$ cat src/rtl/serial_frame_endpoint.sv
// Serial frame endpoint: TX FIFO + start/stop serialiser, RX deserialiser with SFD/stop checking,
// address filtering and a saturating error counter.
//
// TX FSM  state    | meaning
//         TX_IDLE  | line high, pop next frame when FIFO not empty
//         TX_START | drive start bit (low)
//         TX_DATA  | shift frame out MSB first, FW cycles
//         TX_STOP  | drive stop bits (high), STOP_BITS cycles
// RX FSM  state    | meaning
//         RX_IDLE  | wait for armed line falling to start bit
//         RX_DATA  | shift FW bits in, MSB first
//         RX_STOP  | sample stop bit, check SFD and DST
module serial_frame_endpoint #(
    parameter int SFD_WIDTH     = 4,
    parameter int ADDR_WIDTH    = 4,
    parameter int PAYLOAD_WIDTH = 4,
    parameter logic [SFD_WIDTH-1:0]  SFD_PATTERN = SFD_WIDTH'(4'b1010),
    parameter logic [ADDR_WIDTH-1:0] MAC_ADDRESS = '0,
    parameter int TX_FIFO_DEPTH = 4,
    parameter int STOP_BITS     = 1,
    localparam int FW = SFD_WIDTH + 2 * ADDR_WIDTH + PAYLOAD_WIDTH
) (
    input  logic          clk,
    input  logic          rst_n,
    input  logic [FW-1:0] tx_frame,
    input  logic          tx_valid,
    output logic          tx_ready,
    output logic          tx_busy,
    output logic          tx_bit,
    input  logic          promisc,
    input  logic          rx_bit,
    output logic [FW-1:0] rx_frame,
    output logic          rx_valid,
    output logic          rx_err,
    output logic [7:0]    rx_err_cnt
);
    localparam int AW_F  = $clog2(TX_FIFO_DEPTH);
    localparam int TXC_W = $clog2(((FW > STOP_BITS) ? FW : STOP_BITS) + 1);
    localparam int RXC_W = $clog2(FW + 1);
    localparam logic [ADDR_WIDTH-1:0] BCAST = '1;

    localparam logic [1:0] TX_IDLE  = 2'd0;
    localparam logic [1:0] TX_START = 2'd1;
    localparam logic [1:0] TX_DATA  = 2'd2;
    localparam logic [1:0] TX_STOP  = 2'd3;

    localparam logic [1:0] RX_IDLE  = 2'd0;
    localparam logic [1:0] RX_DATA  = 2'd1;
    localparam logic [1:0] RX_STOP  = 2'd2;

    logic [FW-1:0]    fifo_mem [TX_FIFO_DEPTH];
    logic [AW_F-1:0]  wr_ptr;
    logic [AW_F-1:0]  rd_ptr;
    logic [AW_F:0]    fifo_count;
    logic             fifo_full;
    logic             fifo_empty;
    logic             tx_push;
    logic             tx_pop;

    logic [1:0]       tx_state;
    logic [TXC_W-1:0] tx_cnt;
    logic [FW-1:0]    tx_shift;

    logic             rx_m;
    logic             rx_s;
    logic             rx_armed;
    logic [1:0]       rx_state;
    logic [RXC_W-1:0] rx_cnt;
    logic [FW-1:0]    rx_shift;
    logic [SFD_WIDTH-1:0]  rx_sfd;
    logic [ADDR_WIDTH-1:0] rx_dst;
    logic             rx_addr_ok;

    assign fifo_full  = (fifo_count == (AW_F+1)'(TX_FIFO_DEPTH));
    assign fifo_empty = (fifo_count == '0);
    assign tx_ready   = !fifo_full;
    assign tx_push    = tx_valid && !fifo_full;
    assign tx_pop     = (tx_state == TX_IDLE) && !fifo_empty;
    assign tx_busy    = (tx_state != TX_IDLE);

    always_ff @(posedge clk) begin
        if (tx_push) begin
            fifo_mem[wr_ptr] <= tx_frame;
        end
    end

    always_ff @(posedge clk or negedge rst_n) begin
        if (!rst_n) begin
            wr_ptr     <= '0;
            rd_ptr     <= '0;
            fifo_count <= '0;
        end else begin
            if (tx_push) begin
                wr_ptr <= wr_ptr + 1'b1;
            end
            if (tx_pop) begin
                rd_ptr <= rd_ptr + 1'b1;
            end
            case ({tx_push, tx_pop})
                2'b10:   fifo_count <= fifo_count + 1'b1;
                2'b01:   fifo_count <= fifo_count - 1'b1;
                default: fifo_count <= fifo_count;
            endcase
        end
    end

    // tx_bit is registered from the current state, so each state's level appears one edge later.
    always_ff @(posedge clk or negedge rst_n) begin
        if (!rst_n) begin
            tx_state <= TX_IDLE;
            tx_bit   <= 1'b1;
            tx_cnt   <= '0;
            tx_shift <= '0;
        end else begin
            case (tx_state)
                TX_IDLE: begin
                    tx_bit <= 1'b1;
                    if (tx_pop) begin
                        tx_shift <= fifo_mem[rd_ptr];
                        tx_state <= TX_START;
                    end
                end
                TX_START: begin
                    tx_bit   <= 1'b0;
                    tx_cnt   <= TXC_W'(FW - 1);
                    tx_state <= TX_DATA;
                end
                TX_DATA: begin
                    tx_bit   <= tx_shift[FW-1];
                    tx_shift <= {tx_shift[FW-2:0], 1'b0};
                    if (tx_cnt == '0) begin
                        tx_cnt   <= TXC_W'(STOP_BITS - 1);
                        tx_state <= TX_STOP;
                    end else begin
                        tx_cnt <= tx_cnt - 1'b1;
                    end
                end
                TX_STOP: begin
                    tx_bit <= 1'b1;
                    if (tx_cnt == '0) begin
                        tx_state <= TX_IDLE;
                    end else begin
                        tx_cnt <= tx_cnt - 1'b1;
                    end
                end
                default: begin
                    tx_bit   <= 1'b1;
                    tx_state <= TX_IDLE;
                end
            endcase
        end
    end

    always_ff @(posedge clk or negedge rst_n) begin
        if (!rst_n) begin
            rx_m <= 1'b1;
            rx_s <= 1'b1;
        end else begin
            rx_m <= rx_bit;
            rx_s <= rx_m;
        end
    end

    assign rx_sfd     = rx_shift[FW-1 -: SFD_WIDTH];
    assign rx_dst     = rx_shift[FW-SFD_WIDTH-1 -: ADDR_WIDTH];
    assign rx_addr_ok = promisc || (rx_dst == MAC_ADDRESS) || (rx_dst == BCAST) || (MAC_ADDRESS == BCAST);

    // An error disarms the receiver so a line stuck low cannot retrigger frames.
    always_ff @(posedge clk or negedge rst_n) begin
        if (!rst_n) begin
            rx_state   <= RX_IDLE;
            rx_cnt     <= '0;
            rx_shift   <= '0;
            rx_frame   <= '0;
            rx_valid   <= 1'b0;
            rx_err     <= 1'b0;
            rx_err_cnt <= '0;
            rx_armed   <= 1'b0;
        end else begin
            rx_valid <= 1'b0;
            rx_err   <= 1'b0;
            if (rx_s) begin
                rx_armed <= 1'b1;
            end
            case (rx_state)
                RX_IDLE: begin
                    if (rx_armed && !rx_s) begin
                        rx_cnt   <= RXC_W'(FW);
                        rx_state <= RX_DATA;
                    end
                end
                RX_DATA: begin
                    rx_shift <= {rx_shift[FW-2:0], rx_s};
                    rx_cnt   <= rx_cnt - 1'b1;
                    if (rx_cnt == RXC_W'(1)) begin
                        rx_state <= RX_STOP;
                    end
                end
                RX_STOP: begin
                    rx_state <= RX_IDLE;
                    if (!rx_s || (rx_sfd != SFD_PATTERN)) begin
                        rx_err   <= 1'b1;
                        rx_armed <= 1'b0;
                        if (rx_err_cnt != 8'hFF) begin
                            rx_err_cnt <= rx_err_cnt + 8'd1;
                        end
                    end else if (rx_addr_ok) begin
                        rx_frame <= rx_shift;
                        rx_valid <= 1'b1;
                    end
                end
                default: rx_state <= RX_IDLE;
            endcase
        end
    end

endmodule

$ cat config.mk
export PLATFORM = sky130hd
export DESIGN_NAME = serial_frame_endpoint
export DESIGN_NICKNAME = d
export VERILOG_FILES = /design/src/rtl/serial_frame_endpoint.sv
export SDC_FILE = /design/constraint.sdc
export NUM_CORES = 1
export LEC_CHECK = 0
export ABC_AREA = 1
export BUFFER_PORTS_ARGS = -buffer_cell sky130_fd_sc_hd__buf_2
export CAP_MARGIN = 10
export CORE_ASPECT_RATIO = 0.9
export CORE_MARGIN = 5
export CORE_UTILIZATION = 45
export CTS_BUF_LIST = sky130_fd_sc_hd__clkbuf_16
export DETAILED_ROUTE_END_ITERATION = 6
export GPL_TIMING_DRIVEN = 0
export SETUP_SLACK_MARGIN = 0.05
export SLEW_MARGIN = 20
export SYNTH_ARGS = -nofsm -noshare
export SYNTH_HDL_FRONTEND = slang
export SYNTH_SLANG_ARGS = --single-unit
export TNS_END_PERCENT = 1
$ cat constraint.sdc
create_clock -name clk -period 2.1 [get_ports clk]
set_input_delay 0.315 -clock clk [delete_from_list [all_inputs] [get_ports clk]]
set_output_delay 0.315 -clock clk [all_outputs]
set_load 0.05 [all_outputs]
==> results of run 1 <==
## power by group
group | total [mW] | switching, mW | internal [mW]
Clock | 2.88 | 1.24 | 1.64
Combinational | 4.00 | 2.68 | 1.32
Sequential | 4.22 | 0.390 | 3.83
Total | 11.1 | 4.32 | 6.78
## cell families after synthesis
kind of cell	Yosys count	share of synthesized area, %
AO/OA/AOI/OAI	54	4.343
XOR/XNOR	10	1.382
adder cells (fa/ha/maj)	16	3.277
buffers and inverters	74	5.231
flip-flops	147	63.15
AND/OR/NAND/NOR	342	22.62
## cell type report
cell class / instances / area, um^2
repair buffers: 58 / 355.3
clock buffers: 17 / 425.4
well taps: 193 / 241.5
flip-flops and latches: 147 / 4003
multi-input cells: 422 / 2047
inverters: 52 / 195.2
fillers: 1247 / 6362
plain buffers: 22 / 137.6
clock inverters: 15 / 135.1
## layer usage
metal	vias to the layer above	part of all wire [%]	GRT usage [%]
met5	-	0	0
met4	0	1.6	6.297
met3	18	5.7	5.369
met2	100	44	25.16
met1	2140	48	23.97
li1	2236	-	-
## repair_timing
| action | 4_1_cts | 5_1_grt |
|---|---|---|
| cloned | 0 | 0 |
| hold buffers | 2 | 0 |
| gates resized for setup | 4 | 4 |
| setup buffers | 0 | 2 |
| hold endpoints to repair | 38 | 0 |
| setup endpoints to repair | 1 | 4 |
## worst max path at each step
stage                                      to  slack, ns
finish              fifo_count[2]$_DFFE_PN0P_        0.1
global route        fifo_count[2]$_DFFE_PN0P_       0.01
CTS                 fifo_count[2]$_DFFE_PN0P_       0.06
detailed placement  fifo_count[2]$_DFFE_PN0P_      -0.07
global placement     fifo_mem[1][6]$_DFFE_PP_      -0.28
floorplan           fifo_count[2]$_DFFE_PN0P_       0.14
## cells in the final DEF, fill, tap and decap left out, types with 3 or more instances in the layout
cell type / Yosys / layout
clkinvlp_4: 0 / 4
o21ai_0: 26 / 25
edfxtp_1: 64 / 64
clkbuf_16: 0 / 17
clkbuf_1: 3 / 3
nor2_1: 65 / 61
xor2_1: 4 / 4
inv_1: 49 / 47
buf_4: 3 / 6
a21oi_1: 14 / 14
inv_2: 3 / 6
nand2_1: 205 / 204
xnor2_1: 6 / 6
dfrtp_1: 80 / 80
o21ai_1: 12 / 13
dfstp_2: 3 / 3
ha_1: 15 / 14
nand3_1: 55 / 54
nor2_2: 2 / 6
buf_2: 10 / 58
nand2_2: 3 / 3
nand4_1: 4 / 4
buf_6: 4 / 6
## metrics by stage
step	total power [mW]	util [%]	setup WS [ns]	setup TNS, ns	std cells
2_1_floorplan	7.019	-	0.1365	0	643
3_3_place_gp	7.997	49.20	-0.2822	-22.37	885
3_5_place_dp	8.181	49.82	-0.06747	-0.06747	890
4_1_cts	11.14	54.08	0.05804	0	924
5_1_grt	11.96	54.23	0.01373	0	926
6_report	11.10	54.23	0.09509	0	926
## flip-flops by register name (all words and copies together), names as in the netlist, 3 cells and up
name        cells
rx_cnt          5
tx_cnt          5
tx_shift       16
rx_err_cnt      8
rx_frame       16
fifo_mem       64
fifo_count      3
rx_shift       16
## worst max-delay path, delay by kind of cell (launching register included)
family | cells | cell delay, ns
DFF | 1 | 0.42
and+or+nand+nor | 1 | 0.11
buffers and inverters | 3 | 0.29
adders and majority gates | 3 | 0.69
AOI/OAI and AO/OA | 2 | 0.25
xor gates and xnor gates | 1 | 0.14
==> metrics.md, run 1 <==
| Metric | Value |
|---|---|
| Critical-path cell list | `inv_2 > ha_4 > nand2_1 > inv_2 > ha_1 > inv_1 > fa_1 > a21oi_1 > o21ai_1 > xor2_1` |
| Sink of the worst hold path | `fifo_mem[0][6]$_DFFE_PP_` |
| WL final | `13,060 um` |
| CP required | `2.41 ns` |
| Destination of the worst register-to-register timing path | `fifo_count[2]$_DFFE_PN0P_` |
| Placed cell areas | `6925 um^2` |
| Sinks on the clock net | `147` |
| Number of standard cells after synthesis | `643` |
| Biggest area contributors in the synthesized netlist | `dfrtp_1 32%, edfxtp_1 30%, nand2_1 12%` |
| Number of iterations in the first detailed-routing pass | `5` |
| Clock input transition at the sequential cells of the worst setup and hold paths | `0.06 ns` |
| Critical path capture point type | `flip-flop` |
| DRC violation count after routing | `0` |
| Post-detailed-route wirelength per cell | `14.10 um` |
| Worst clock skew | `0.005582 ns` |
| Initial Utilization | `45.59%` |
| Number of synthesized flops with an enable pin | `64` |
| Peak fanout along the critical path | `4` |
| Worst hold path startpoint | `tx_frame[6]` |
| Count of routing violations after the opening detailed-route iteration | `365` |
| Library cell with the largest summed area after synthesis | `dfrtp_1` |
| Main synth FF type | `dfrtp_1` |
| CP Data Arrival Time | `2.31 ns` |
| Pin count of the biggest net entering global routing | `45` |
| Min Hold Slack | `0.09984 ns` |
| Post-Syn Nets | `680` |
| Number of cells on the worst hold path | `1` |
| Total routing usage reported by global routing | `17.10%` |
| Max Cap Violations | `0` |
| Startpoint of the worst register-to-register path | `tx_state[0]$_DFFE_PN0P_` |
| Width of the die | `135.1 um` |
| Period utilization | `95.47%` |
| Ratio of routed vias to standard cells | `4.853` |
| Die area | `16,560 um^2` |
| Die Y-Extent | `122.6 um` |
| Yosys warning count | `0` |
| Slew Limit Headroom | `59.69%` |
| Power density over the cells | `1472 nW/um^2` |
| RSZ-0062 raised after global routing | `true` |
| Status | `completed` |
| CTS H-tree depth | `4` |
| Minimum period implied by the final worst setup slack | `2.005 ns` |
| Highest cell delay on the worst timing path | `0.42 ns` |
| Number of buffers on the longest clock path | `2` |
| Number of hold-slack violations in the final timing report | `0` |
| Post-synth ARST share | `56.46%` |
| First-pass GRT wire length | `21,740 um` |
| HPWL after detailed placement | `8790 um` |
| Final number of max-transition violations | `0` |
| Root cell of the clock tree | `clkbuf_16` |
| Total setup violations reported at the end of the flow | `0` |
| Most frequent CP cell | `inv_2` |
| Avg Cell Area, Syn | `9.858 um^2` |
| Worst-case vdd ir drop | `712.1 uV` |
| Timing startpoint of the critical path | `tx_state[0]$_DFFE_PN0P_` |
| Leakage | `3.549 nW` |
| Layout net count | `757` |
| Core Footprint | `13,900 um^2` |
| Routability congestion estimate from global placement | `0.7809` |
| Actual transition at the worst max-transition pin | `0.6040 ns` |
| Top cell types by occurrence after synthesis | `205 x nand2_1, 80 x dfrtp_1, 65 x nor2_1` |
| Share of the synthesized area in the top cell type | `31.58%` |
| Hold Crit Class | `in2reg` |
| Gr ovfl total | `0` |
| Area of the mapped netlist | `6339 um^2` |
| Post-route antenna net violation count | `0` |
| Design area | `7540 um^2` |
| Synthesis-to-finish area growth | `18.95%` |
| Ratio of cells with drive above 1 in the final layout | `17.74%` |
| Total of buffers placed on input and output ports | `49` |
| Synth Register Bits | `147` |
| Site row count | `41` |
| Initial antenna violation count | `0` |
| Insertion delay of the later-clocked pin in the worst-skew pair | `0.43 ns` |
| Count leader, synth | `nand2_1` |
| CTS tree | `done` |
| Highest clock frequency the design can meet | `498.8 MHz` |
| Crit path max-delay cell type | `dfrtp_1` |
| Diode insertion count for antenna repair | `0` |
| WS Path Type | `reg2reg` |
| IO Count | `50` |
| TritonCTS buffer count | `17` |
| Detailed-route via count | `4,494` |
| Sequential fraction of the synthesis area | `63.15%` |
| Number of global-route vias before repair | `4,305` |
| Number of cells traversed by the worst register-to-register path | `10` |
| Cell variety after synth | `32` |
| Critical Path Start Type | `flip-flop` |
| Reg-to-reg setup timing slack | `0.1 ns` |
(Power assumes the default switching activity.)
==> run 2, diff against run 1 <==
CORE_UTILIZATION = 50   (was 45)
PLACE_DENSITY = 0.68   (was default)
==> metrics.md, run 2 (same netlist as run 1, synthesis figures left out) <==
| Metric | Value |
|---|---|
| Detailed-route via count | `4,542` |
| Critical Path Start Type | `flip-flop` |
| Hold Crit Class | `in2reg` |
| Slew Limit Headroom | `58.03%` |
| Min Hold Slack | `0.1052 ns` |
| Total of buffers placed on input and output ports | `49` |
| Root cell of the clock tree | `clkbuf_16` |
| IO Count | `50` |
| Core Footprint | `12,540 um^2` |
| Peak fanout along the critical path | `4` |
| First-pass GRT wire length | `21,470 um` |
| Pin count of the biggest net entering global routing | `50` |
| Actual transition at the worst max-transition pin | `0.6295 ns` |
| Die area | `15,030 um^2` |
| Leakage | `3.577 nW` |
| Gr ovfl total | `0` |
| GR Util met3 | `4.900%` |
| Reg-to-reg setup timing slack | `0.23 ns` |
| Fin util | `59.99%` |
| Met2 usage | `28.35%` |
| Power share of the clock group | `26.0%` |
| Design area | `7523 um^2` |
| Number of hold-slack violations in the final timing report | `0` |
| Max Cap Violations | `0` |
| Worst hold path startpoint | `tx_frame[6]` |
| Period utilization | `89.21%` |
| Worst clock skew | `0.007814 ns` |
| Count of routing violations after the opening detailed-route iteration | `465` |
| Total routing usage reported by global routing | `18.53%` |
| Switching power | `4.203 mW` |
| Minimum period implied by the final worst setup slack | `1.873 ns` |
| Most frequent cells in the layout | `204 x nand2_1, 80 x dfrtp_1, 64 x edfxtp_1` |
| Top register by number of flip-flops | `fifo_mem` |
| Most frequent standard cell in the layout excluding fill and tap cells | `nand2_1` |
| Die Y-Extent | `116.8 um` |
| Setup TNS | `0 ns` |
| Final worst-path setup slack | `0.2267 ns` |
| Number of buffers on the longest clock path | `2` |
| TritonCTS buffer count | `17` |
| Ratio of cells with drive above 1 in the final layout | `17.57%` |
| Part of the total power dissipated in combinational logic | `36.0%` |
| Global-route track usage on met1 | `25.86%` |
| Most Crowded Layer GR | `met2` |
| Total of fill cells in the finished design | `1,066` |
| Number of cells on the worst hold path | `1` |
| Post-Place Cells | `861` |
| Site row count | `39` |
| Sinks on the clock net | `147` |
| Post-route antenna net violation count | `0` |
| Switching part of the total | `37.85%` |
| Initial antenna violation count | `0` |
| Number of cells traversed by the worst register-to-register path | `10` |
| CP required | `2.40 ns` |
| Routability congestion estimate from global placement | `0.8125` |
| Clock input transition at the sequential cells of the worst setup and hold paths | `0.06 ns` |
| Width of the die | `128.7 um` |
| Number of iterations in the first detailed-routing pass | `5` |
| Initial Utilization | `50.54%` |
| CTS tree | `done` |
| Layout net count | `758` |
| CP Data Arrival Time | `2.17 ns` |
| Synthesis-to-finish area growth | `18.69%` |
| DRC violation count after routing | `0` |
| Critical path capture point type | `flip-flop` |
| HPWL after detailed placement | `8844 um` |
| Largest register FFs | `64` |
| Internal Power | `6.901 mW` |
| Worst-case vdd ir drop | `947.7 uV` |
| Highest clock frequency the design can meet | `533.8 MHz` |
| Total setup violations reported at the end of the flow | `0` |
| Final number of max-transition violations | `0` |
| Post-placement setup slack | `0.01062 ns` |
| Power density over the cells | `1476 nW/um^2` |
| Post-detailed-route wirelength per cell | `14.23 um` |
| Diode insertion count for antenna repair | `0` |
| Insertion delay of the later-clocked pin in the worst-skew pair | `0.42 ns` |
| Overall Power | `11.10 mW` |
| Final non-filler cell total | `898` |
| CTS H-tree depth | `4` |
| Sequential Power Share | `38.0%` |
| Timing startpoint of the critical path | `tx_state[0]$_DFFE_PN0P_` |
| WS Path Type | `reg2reg` |
| Number of global-route vias before repair | `4,395` |
| Status | `completed` |
| RSZ-0062 raised after global routing | `false` |
| Ratio of routed vias to standard cells | `5.058` |
| WL final | `12,780 um` |
| Placed cell areas | `6889 um^2` |
| Startpoint of the worst register-to-register path | `tx_state[0]$_DFFE_PN0P_` |
## run 2: critical path, stage by stage (launching register included)
cell	delay, ns
dfrtp_1	0.40
inv_2	0.10
ha_4	0.16
nand2_1	0.07
inv_1	0.09
ha_1	0.14
inv_1	0.07
fa_2	0.35
a21oi_2	0.13
o21ai_1	0.08
xor2_1	0.14
## run 2: path summary, 6_finish.rpt
check | end
worst min-delay path | fifo_mem[0][6]$_DFFE_PP_
worst max-delay path | fifo_count[2]$_DFFE_PN0P_
min in group asynchronous | rx_frame[14]$_DFFE_PN0P_
worst min register to register | rx_s$_DFF_PN1_
max in group asynchronous | tx_shift[10]$_DFFE_PN0P_
worst max register to register | fifo_count[2]$_DFFE_PN0P_
## run 2: layout make-up
cell class              count  area, um^2  share of cell area [%]
well taps                 164       205.2                   2.727
flip-flops and latches    147        4003                   53.20
repair buffers             59       362.8                   4.823
clock inverters            15       142.6                   1.896
inverters                  52       195.2                   2.594
plain buffers              22       136.4                   1.813
clock buffers              17       425.4                   5.654
multi-input cells         422        2053                   27.29
## run 2: timing repair
item | CTS | global route
endpoints found under the hold margin | 46 | 0
hold buffers | 2 | 0
gates resized for setup | 2 | 6
cloned | 0 | 0
setup endpoints to repair | 1 | 1
buffers inserted | 0 | 3
## run 2: power groups by stage
stage | Sequential [mW] | Clock, mW | Combinational, mW
final | 4.22 | 2.89 | 4.00
after global routing | 4.31 | 3.09 | 4.58
after CTS | 4.23 | 2.95 | 3.94
after detailed placement | 4.27 | 0 | 3.87
after global placement | 4.25 | 0 | 3.66
after floorplan | 4.25 | 0 | 2.77
## run 2: layer usage
layer / share of wire, % / vias to the layer above
li1: - / 2239
met1: 47 / 2178
met2: 47 / 111
met3: 5.2 / 14
met4: 1.3 / 0
met5: 0 / -
==> run 3, diff against run 2 <==
clock period = 2 ns   (was 2.1 ns; I/O delays follow)
==> metrics.md, run 3 (same netlist as run 1, synthesis figures left out) <==
| Metric | Value |
|---|---|
| Status | `completed` |
| Worst clock skew | `0.009919 ns` |
| Ratio of cells with drive above 1 in the final layout | `17.44%` |
| HPWL after detailed placement | `9006 um` |
| CTS H-tree depth | `4` |
| Peak fanout along the critical path | `4` |
| Max Cap Violations | `0` |
| Synthesis-to-finish area growth | `18.81%` |
| Wl on met1 | `6128 um` |
| Hold Crit Class | `in2reg` |
| Count of routing violations after the opening detailed-route iteration | `374` |
| Min Hold Slack | `0.08793 ns` |
| Diode insertion count for antenna repair | `0` |
| Placed cell areas | `6894 um^2` |
| CP Data Arrival Time | `2.20 ns` |
| Number of buffers and inverters on the critical path | `3` |
| Number of hold-slack violations in the final timing report | `0` |
| Total of fill cells in the finished design | `1,032` |
| Insertion delay of the later-clocked pin in the worst-skew pair | `0.42 ns` |
| Critical-path cell list | `inv_2 > ha_4 > nand2_2 > inv_2 > ha_1 > inv_1 > fa_1 > a21oi_1 > o21ai_1 > xor2_1` |
| Width of the die | `128.7 um` |
| WS Path Type | `reg2reg` |
| Total of buffers placed on input and output ports | `49` |
| Routed length on met3 | `791 um` |
| Delay-heaviest family, CP | `adder cells` |
| WL final | `13,230 um` |
| Largest register FFs | `64` |
| Total routing usage reported by global routing | `19.12%` |
| Overall Power | `11.83 mW` |
| RSZ-0062 raised after global routing | `true` |
| Slew Limit Headroom | `60.59%` |
| Fin util | `60.05%` |
| TritonCTS buffer count | `17` |
| Detailed-route via count | `4,567` |
| Minimum period implied by the final worst setup slack | `1.896 ns` |
| Number of global-route vias before repair | `4,516` |
| Final non-filler cell total | `898` |
| Critical Path Start Type | `flip-flop` |
| Die Y-Extent | `116.8 um` |
| Post-route antenna net violation count | `0` |
| Core Footprint | `12,540 um^2` |
| Actual transition at the worst max-transition pin | `0.5905 ns` |
| CP required | `2.30 ns` |
| Power density over the cells | `1571 nW/um^2` |
| Period utilization | `94.82%` |
| Crit path max-delay cell type | `dfrtp_1` |
| Number of buffers on the longest clock path | `2` |
| Number of iterations in the first detailed-routing pass | `5` |
| Leakage | `3.588 nW` |
| Critical path capture point type | `flip-flop` |
| Gr ovfl total | `0` |
| Most frequent standard cell in the layout excluding fill and tap cells | `nand2_1` |
| Ratio of routed vias to standard cells | `5.086` |
| Top register by number of flip-flops | `fifo_mem` |
| Highest clock frequency the design can meet | `527.3 MHz` |
| Post-detailed-route wirelength per cell | `14.73 um` |
| Most frequent cells in the layout | `203 x nand2_1, 80 x dfrtp_1, 64 x edfxtp_1` |
| Total setup violations reported at the end of the flow | `0` |
| Site row count | `39` |
| Design area | `7531 um^2` |
| Highest signal layer in the routed design | `met4` |
| First-pass GRT wire length | `22,200 um` |
| Layout net count | `758` |
| Sinks on the clock net | `147` |
| Highest cell delay on the worst timing path | `0.39 ns` |
| Met2 wirelength from detailed routing | `6151 um` |
| CTS tree | `done` |
| Root cell of the clock tree | `clkbuf_16` |
| Die area | `15,030 um^2` |
| Routability congestion estimate from global placement | `0.8123` |
| Initial antenna violation count | `0` |
| DRC violation count after routing | `0` |
| Initial Utilization | `50.54%` |
| Final number of max-transition violations | `0` |
| Clock input transition at the sequential cells of the worst setup and hold paths | `0.06 ns` |
| Pin count of the biggest net entering global routing | `47` |
| Post-Place Cells | `861` |
| Worst-case vdd ir drop | `872.7 uV` |
| Most frequent CP cell | `inv_2` |
| IO Count | `50` |
## run 3: power by group
group	internal [mW]	switching (mW)	leakage (nW)	total [mW]
clock	1.93	1.18	0.298	3.11
sequential	4.02	0.414	1.61	4.43
combinational	1.40	2.88	1.68	4.29
total	7.35	4.48	3.59	11.8
## run 3: layout make-up
cell class / instances / area [um^2] / area share (%)
multi-input combinational: 422 / 2049 / 27.21
buffer: 22 / 137.6 / 1.828
inverter: 52 / 195.2 / 2.592
clock inverter: 15 / 152.6 / 2.027
timing repair buffer: 59 / 362.8 / 4.818
sequential: 147 / 4003 / 53.15
clock buffer: 17 / 425.4 / 5.649
tap: 164 / 205.2 / 2.725
## run 3: what timing repair did
item / 4_1_cts / 5_1_grt
pin swaps: 0 / 1
gates resized for setup: 6 / 3
endpoints found under the setup margin: 2 / 9
hold endpoints to repair: 37 / 0
hold buffers: 2 / 0
setup buffers: 3 / 0
## run 3: worst paths after layout
check	slack [ns]	from	to	cells after the start
setup / recovery	0.10	tx_state[0]$_DFFE_PN0P_	fifo_count[2]$_DFFE_PN0P_	10
hold / removal	0.09	tx_frame[10]	fifo_mem[1][10]$_DFFE_PP_	1
setup reg to reg	0.10	tx_state[0]$_DFFE_PN0P_	fifo_count[2]$_DFFE_PN0P_	10
hold reg to reg	0.36	rx_m$_DFF_PN1_	rx_s$_DFF_PN1_	0
max in group asynchronous	0.97	rst_n	rx_s$_DFF_PN1_	3
min in group asynchronous	0.39	rst_n	rx_frame[13]$_DFFE_PN0P_	2
## run 3: metal layers
metal / up-vias / track usage [%]
met1: 2204 / 26.45
li1: 2239 / -
met2: 112 / 29.04
met3: 12 / 5.172
met5: - / 0
met4: 0 / 7.698
## run 3: metrics by stage
stage / setup TNS [ns] / worst slack, ns
3_3_place_gp: -18.84 / -0.3214
6_report: 0 / 0.1036
3_5_place_dp: -0.1488 / -0.1488
5_1_grt: -0.01684 / -0.01684
4_1_cts: 0 / 0.06635
2_1_floorplan: 0 / 0.06796
